`config.mk`:
```
export PLATFORM = sky130hd
export DESIGN_NAME = aes_round_sequencer
export DESIGN_NICKNAME = d
export VERILOG_FILES = /design/src/rtl/aes_round_sequencer.sv
export SDC_FILE = /design/constraint.sdc
export NUM_CORES = 1
export LEC_CHECK = 0
export CAP_MARGIN = 5
export CORE_AREA = 2 2 303 305
export CTS_BUF_LIST = sky130_fd_sc_hd__clkbuf_8
export DETAILED_ROUTE_END_ITERATION = 7
export DIE_AREA = 0 0 305 307
export PLACE_DENSITY = 0.43
export SYNTH_ARGS = -nofsm -noshare
export SYNTH_HDL_FRONTEND = slang
export SYNTH_SLANG_ARGS = --single-unit
```
`constraint.sdc`:
```
create_clock -name clk -period 2.8 [get_ports clk]
set_input_delay 0.28 -clock clk [delete_from_list [all_inputs] [get_ports clk]]
set_output_delay 0.28 -clock clk [all_outputs]
set_load 0.005 [all_outputs]
```
`src/rtl/aes_round_sequencer.sv`:
```
// ---------------------------------------------------------------------------
// aes_round_sequencer
//
// Control FSM that walks one 128-bit AES block through a shared single-round
// datapath. Per block: capture plaintext, whiten it with round key 0, then for
// each round fetch the key from the key RAM, pulse the datapath and wait its
// fixed latency before feeding the result back into the state register.
//
// Ports
//   clk, rst          rising-edge clock, asynchronous active-low reset
//   in_valid/in_ready plaintext handshake, in_data byte 0 = [127:120]
//   abort             synchronous cancel of the block in flight
//   key_addr          registered round-key index into the key RAM
//   key_rdata         round key, valid the cycle after key_addr is held
//   dp_run            one-cycle start pulse to the round datapath
//   dp_final          last round, datapath bypasses MixColumns
//   dp_state, dp_key  datapath operands (state register, latched round key)
//   dp_result         datapath output, valid ROUND_LAT cycles after dp_run
//   out_valid/ready   ciphertext handshake, out_data = state register
//   busy              FSM not idle
//   round_cnt         current round number
// ---------------------------------------------------------------------------
`timescale 1ns/1ps

module aes_round_sequencer #(
    parameter int NUM_ROUNDS = 10, // rounds after whitening, 1..15
    parameter int ROUND_LAT  = 4,  // dp_run to valid dp_result, 1..15
    parameter int KEY_ADDR_W = 4   // 2**KEY_ADDR_W must exceed NUM_ROUNDS
) (
    input  logic                  clk,
    input  logic                  rst,
    input  logic                  in_valid,
    output logic                  in_ready,
    input  logic [127:0]          in_data,
    input  logic                  abort,
    output logic [KEY_ADDR_W-1:0] key_addr,
    input  logic [127:0]          key_rdata,
    output logic                  dp_run,
    output logic                  dp_final,
    output logic [127:0]          dp_state,
    output logic [127:0]          dp_key,
    input  logic [127:0]          dp_result,
    output logic                  out_valid,
    input  logic                  out_ready,
    output logic [127:0]          out_data,
    output logic                  busy,
    output logic [3:0]            round_cnt
);

    localparam logic [2:0] S_IDLE   = 3'd0;
    localparam logic [2:0] S_KEY0   = 3'd1;
    localparam logic [2:0] S_WHITEN = 3'd2;
    localparam logic [2:0] S_FETCH  = 3'd3;
    localparam logic [2:0] S_LOAD   = 3'd4;
    localparam logic [2:0] S_RUN    = 3'd5;
    localparam logic [2:0] S_WAIT   = 3'd6;
    localparam logic [2:0] S_DONE   = 3'd7;

    localparam logic [3:0]            LAST_ROUND = 4'(NUM_ROUNDS);
    localparam logic [3:0]            WAIT_INIT  = 4'(ROUND_LAT - 1);
    localparam logic [KEY_ADDR_W-1:0] KEY_FIRST  = KEY_ADDR_W'(1);

    logic [2:0]            fsm_q, fsm_d;
    logic [127:0]          state_q, state_d;
    logic [127:0]          key_q, key_d;
    logic [KEY_ADDR_W-1:0] key_addr_q, key_addr_d;
    logic [3:0]            round_q, round_d;
    logic [3:0]            wait_q, wait_d;
    logic [3:0]            next_round;
    logic                  in_round;

    // round_q never exceeds NUM_ROUNDS <= 15, so the increment cannot wrap.
    assign next_round = round_q + 4'd1;

    // The datapath operands are live from FETCH through the end of WAIT.
    assign in_round = (fsm_q == S_FETCH) || (fsm_q == S_LOAD) ||
                      (fsm_q == S_RUN)   || (fsm_q == S_WAIT);

    assign in_ready  = (fsm_q == S_IDLE);
    assign busy      = (fsm_q != S_IDLE);
    assign dp_run    = (fsm_q == S_RUN);
    assign dp_final  = in_round && (round_q == LAST_ROUND);
    assign out_valid = (fsm_q == S_DONE);
    assign dp_state  = state_q;
    assign dp_key    = key_q;
    assign out_data  = state_q;
    assign key_addr  = key_addr_q;
    assign round_cnt = round_q;

    always_comb begin
        // NOTE: every _d starts from its _q, so paths that leave a register
        // untouched hold it instead of inferring a latch.
        fsm_d      = fsm_q;
        state_d    = state_q;
        key_d      = key_q;
        key_addr_d = key_addr_q;
        round_d    = round_q;
        wait_d     = wait_q;

        case (fsm_q)
            S_IDLE: begin
                if (in_valid) begin
                    state_d    = in_data;
                    key_addr_d = '0;
                    round_d    = '0;
                    fsm_d      = S_KEY0;
                end
            end
            // Key RAM is read synchronously: key 0 appears one cycle later.
            S_KEY0: fsm_d = S_WHITEN;
            S_WHITEN: begin
                state_d    = state_q ^ key_rdata;
                key_addr_d = KEY_FIRST;
                round_d    = 4'd1;
                fsm_d      = S_FETCH;
            end
            S_FETCH: fsm_d = S_LOAD;
            S_LOAD: begin
                key_d = key_rdata;
                fsm_d = S_RUN;
            end
            S_RUN: begin
                wait_d = WAIT_INIT;
                fsm_d  = S_WAIT;
            end
            S_WAIT: begin
                // wait_q counts ROUND_LAT-1 down to 0: ROUND_LAT cycles total,
                // the last of which is the one where dp_result is valid.
                if (wait_q == 4'd0) begin
                    state_d = dp_result;
                    if (round_q < LAST_ROUND) begin
                        round_d    = next_round;
                        key_addr_d = KEY_ADDR_W'(next_round);
                        fsm_d      = S_FETCH;
                    end else begin
                        fsm_d = S_DONE;
                    end
                end else begin
                    wait_d = wait_q - 4'd1;
                end
            end
            S_DONE: begin
                if (out_ready) begin
                    round_d = '0;
                    fsm_d   = S_IDLE;
                end
            end
            default: fsm_d = S_IDLE;
        endcase

        // Abort outranks everything, including the DONE handshake.
        if (abort && (fsm_q != S_IDLE)) begin
            fsm_d      = S_IDLE;
            round_d    = '0;
            key_addr_d = '0;
        end
    end

    // NOTE: sequential state uses non-blocking assignments so every flop
    // samples the pre-edge values computed above.
    always_ff @(posedge clk or negedge rst) begin
        if (!rst) begin
            fsm_q      <= S_IDLE;
            state_q    <= '0;
            key_q      <= '0;
            key_addr_q <= '0;
            round_q    <= '0;
            wait_q     <= '0;
        end else begin
            fsm_q      <= fsm_d;
            state_q    <= state_d;
            key_q      <= key_d;
            key_addr_q <= key_addr_d;
            round_q    <= round_d;
            wait_q     <= wait_d;
        end
    end

endmodule

```
### Yosys cells after proc, flatten, opt, wreduce, memory -nomap -nowiden

Index checks and enable logic that the tools add are counted.

| storage, ports and cells | value |
|---|---|
| flip-flop bits (word level) | 271 |
| input bits | 389 |
| output and inout port bits | 397 |

| operators by class | value |
|---|---|
| add/sub/neg operators | 2 |
| $lt $le $gt $ge | 1 |
| eq/ne operators | 15 |
| muxes and demuxes | 19 |
| bitwise logic cells | 1 |
| reduce and logical (&&, ||, !) cells | 17 |

Operators with widths:

| cell | number |
|---|---|
| case mux 128 bit (3 select lines) | 1 |
| two-way mux 128 bit | 2 |
| bitwise XOR 128 bit | 1 |
| two-way mux 4 bit | 7 |
| case mux 3 bit (8 select lines) | 1 |
| case mux 4 bit (4 select lines) | 1 |
| two-way mux 3 bit | 5 |
| equality test 3 bit (second input constant) | 4 |
| case mux 4 bit (3 select lines) | 1 |
| != test 3 x 1 -> 1 bit (second input constant) | 3 |
| case mux 4 bit (2 select lines) | 1 |
| equality test 3 x 2 -> 1 bit (second input constant) | 2 |
| AND reduction 3 bit | 2 |
| nonzero test 3 bit | 2 |
| AND reduction 5 bit | 1 |
| nonzero test 5 bit | 1 |
| adder 4 x 1 -> 4 bit (second input constant) | 1 |
| equality test 4 bit (second input constant) | 1 |
| zero test 4 bit | 1 |
| < comparator 4 bit (second input constant) | 1 |
| != test 2 bit (second input constant) | 2 |
| AND reduction 4 bit | 1 |
| nonzero test 4 bit | 1 |
| subtractor 4 x 1 -> 4 bit (second input constant) | 1 |
| 8 further kinds | 11 |

### Logic depth before layout (Yosys ltp)

| depth | value |
|---|---|
| depth after elaboration | 5 |
| mapped depth | 10 |

### Least setup slack after synthesis

OpenSTA, ideal clock, no wires.

| timing path | value |
|---|---|
| kind | reg-to-output |
| start | register fsm_q[0] |
| end | output port dp_final |
| data arrival time | 1.824 ns |
| slack | 0.696 ns |
| cell stages (with the launch flop) | 8 |
| path buffers | 3 |
| cell sequence | dfrtp_1 > inv_1 > ha_1 > clkbuf_1 > clkbuf_1 > clkbuf_1 > nor4b_1 > nor3_1 |

| between the ends | value |
|---|---|
| cells in the longest elaborated chain, start to end | 5 |

RTL lines:

| what | RTL line | text |
|---|---|---|
| start: declaration | 63 | `logic [2:0] fsm_q, fsm_d;` |
| start signal: assignment | 170 | `fsm_q <= fsm_d;` |
| equality test 3 x 2 -> 1 bit / equality test 3 bit (equally long branches) | 76 | `assign in_round = (fsm_q == S_FETCH) \|\| (fsm_q == S_LOAD) \|\|` |
| logical OR 1 bit (2 in series) | 76 |  |
| logical OR 1 bit * | 77 | `(fsm_q == S_RUN) \|\| (fsm_q == S_WAIT);` |
| logical AND 1 bit * | 82 | `assign dp_final = in_round && (round_q == LAST_ROUND);` |
| end: declaration | 39 | `output logic dp_final,` |

Mark *: on every way between the ends. The rest lies on a longest branch, timed or not.

### Worst setup path after layout

| timing path | value |
|---|---|
| start | register fsm_q[1] |
| end | output port in_ready |

| between the ends | value |
|---|---|
| cells in the longest elaborated chain, start to end | 1 |

RTL lines:

| what | RTL line | text |
|---|---|---|
| zero test 3 bit | 79 | `assign in_ready = (fsm_q == S_IDLE);` |
| end: declaration | 33 | `output logic in_ready,` |

Every way passes these cells.

==> impl_metrics.tcl <==
set metrics [dict create \
    synth_edf_count 0 \
    final_common_cell "clkdlybuf4s50_1" \
    cp_slowest_stage_delay_ps 480 \
    drc 0 \
    synth.avg_cell_area_um2 9.45 \
    crit_slowest_cell "clkdlybuf4s50_1" \
    portBuffers 785 \
    rsz0062_at_grt "false" \
    antenna_found_initial 16 \
    crit_buf_inv 5 \
    yosysUniqueCellTypes 44 \
    cts_tree "yes" \
    end_kind "output port" \
    peakVddDrop_v 0.000536 \
    synth_ff_type "dfrtp_1" \
    areaGrowthSynthToFinish_pct 60.1 \
    hpwl_mm 53.2 \
    start_util 0.171 \
    grt_max_degree 117 \
    finalHoldViolCount 0 \
    htree_levels 2 \
    finalNonFillerCells 3500 \
    final_cell_mix "783 x clkdlybuf4s50_1, 270 x dfrtp_1, 267 x nor2_1" \
    synth_async_sr_flop_share 1.00 \
    setup_viol 0 \
    critPathArrivalTime_ps 2320 \
    grt_pass1_wl_mm 107 \
    final_util 0.275 \
    dieArea_um2 93600 \
    fin_worst_skew_ps 39.9 \
    nNetsFinal 2667 \
    ys.warnings.count 0 \
    synthCells 1645 \
    power_density_nw_per_um2 1130 \
    maxSlewHeadroom 0.333 \
    synth_seq_cells 271 \
    drt_wl_total_mm 74.7 \
    cp_cell_sequence "inv_1, ha_1, buf_4, nand2b_2, buf_6, inv_1, clkdlybuf4s50_1" \
    critical_path.top_delay_family "buffers and inverters" \
    cts_buffer_depth 3 \
    period_needed_ps 2600 \
    num_vias 15024 \
    die_w_um 305 \
    track_usage 0.152 \
    drt_iter0_markers 847 \
    grt_pass1_vias 15401 \
    period_share 0.928 \
    rows 111 \
    drv_slew 0 \
    outcome "complete, no violations" \
    ant_nets 0 \
    first_pass_iters 5 \
    critPathMaxFanout 5 \
    worstSetupPathType "reg2out" \
    synth_area_um2 15500 \
    worstSkewPairLatency_ps 670 \
    core-area_um2 90700 \
    hold_class "in2async" \
    cts_buffers 58 \
    max_slew.worst_pin.slew_ps 1000 \
    cp_common_cell "inv_1" \
    clkTransAtPathRegs_ps 60 \
    drive_gt1_frac 0.113 \
    io_pins 786 \
    gp_congestion 0.827 \
    whs_ps 199 \
    cap_violations 0 \
    die_h_um 307 \
    fmax_mhz 385 \
    root_buffer "clkbuf_8" \
    synth_nets 2042 \
    leakage_uw 0.00984 \
    ys_seq_area_frac 0.436 \
    clock-sinks 271 \
    placedCellCount 3394 \
    gr-total-overflow 0 \
    fin_setup_tns_ps 0 \
    wl_per_cell_um 21.3 \
    drt-vias-per-instance 4.29 \
    start_kind "flop" \
    worst_ep_required_time_ps 2520 \
]
## stage by stage
| stage | cell area [µm²] | setup slack, ps | total power, µW |
|---|---|---|---|
| after global routing | 24900 | 13.3 | 30100 |
| after detailed placement | 23800 | 208 | 24000 |
| final | 24900 | 202 | 28000 |
| after CTS | 24900 | 16.9 | 28600 |
| after global placement | 23800 | 191 | 23900 |
| after floorplan | 15500 | 696 | 16000 |
## flip-flops by register name, summed over array words and instances, names as in the netlist
register	cells
key_addr	4
round_cnt	4
dp_state	128
wait_q	4
dp_key	128
fsm_q	3
## final timing paths
check,end,from,depth (start not counted),slack [ps]
max in group asynchronous,dp_key[116],rst,3,1630
worst min register to register,dp_key[58],dp_key[58],1,500
worst min-delay path,dp_state[44],rst,2,200
min in group clk,dp_key[9],key_rdata[9],2,280
worst max-delay path,in_ready,fsm_q[1],7,200
worst max register to register,dp_state[124],fsm_q[2],6,260
## power breakdown
| part | internal [µW] | switching, µW | leakage, µW | total, µW |
|---|---|---|---|---|
| registers | 5920 | 1930 | 0.00325 | 7850 |
| logic | 9140 | 6850 | 0.00597 | 16000 |
| clock network | 2220 | 1970 | 0.000622 | 4190 |
## worst register-to-register path, delay by kind of cell (launching register included)
family | cells | cell delay (ps)
AND/OR/NAND/NOR | 3 | 960
buffers and inverters | 2 | 750
AO/OA/AOI/OAI | 1 | 230
flip-flops | 1 | 470
## synth_stat cells, types with 5 or more instances
library cell / instances / share of area
a21oi_1: 261 / 0.084
a22o_1: 128 / 0.072
buf_2: 18 / 0.0058
buf_4: 129 / 0.062
buf_6: 13 / 0.0094
clkbuf_1: 94 / 0.023
dfrtp_1: 271 / 0.44
ha_1: 8 / 0.0064
inv_1: 9 / 0.0022
mux2_2: 133 / 0.096
nand2_1: 6 / 0.0014
nor2_1: 268 / 0.065
nor3_1: 5 / 0.0016
nor3b_1: 130 / 0.063
or3_1: 129 / 0.052
## kinds of logic after synthesis
logic type / share of synthesized area
AOI/OAI and AO/OA: 0.165
xor gates and xnor gates: 0.00169
adders and majority gates: 0.00644
buffers and inverters: 0.104
DFF: 0.436
muxes: 0.0979
and+or+nand+nor: 0.190
## cell type report
type | instances | area, µm²
sequential | 271 | 6790
clock buffer | 70 | 963
fill | 9549 | 65800
clock inverter | 26 | 113
inverter | 9 | 33.8
antenna | 8 | 20.0
tap | 1186 | 1480
multi-input combinational | 1106 | 7210
timing repair buffer | 824 | 8290
## routing by layer
| metal | wire (µm) | vias to the layer above | global-route usage |
|---|---|---|---|
| met5 | 49 | - | 0 |
| met4 | 2040 | 8 | 0.0519 |
| met3 | 4650 | 107 | 0.0358 |
| met2 | 38000 | 526 | 0.266 |
| met1 | 30000 | 7404 | 0.182 |
| li1 | - | 6979 | - |
## what timing repair did
| action | CTS | global route |
|---|---|---|
| hold buffers | 1 | 0 |
| hold endpoints to repair | 76 | 0 |
| pin swaps | 1 | 0 |
| gates cloned | 0 | 0 |
| gates resized for setup | 5 | 1 |
| endpoints found under the setup margin | 5 | 2 |
| buffers inserted | 1 | 0 |
(Power assumes the default switching activity.)
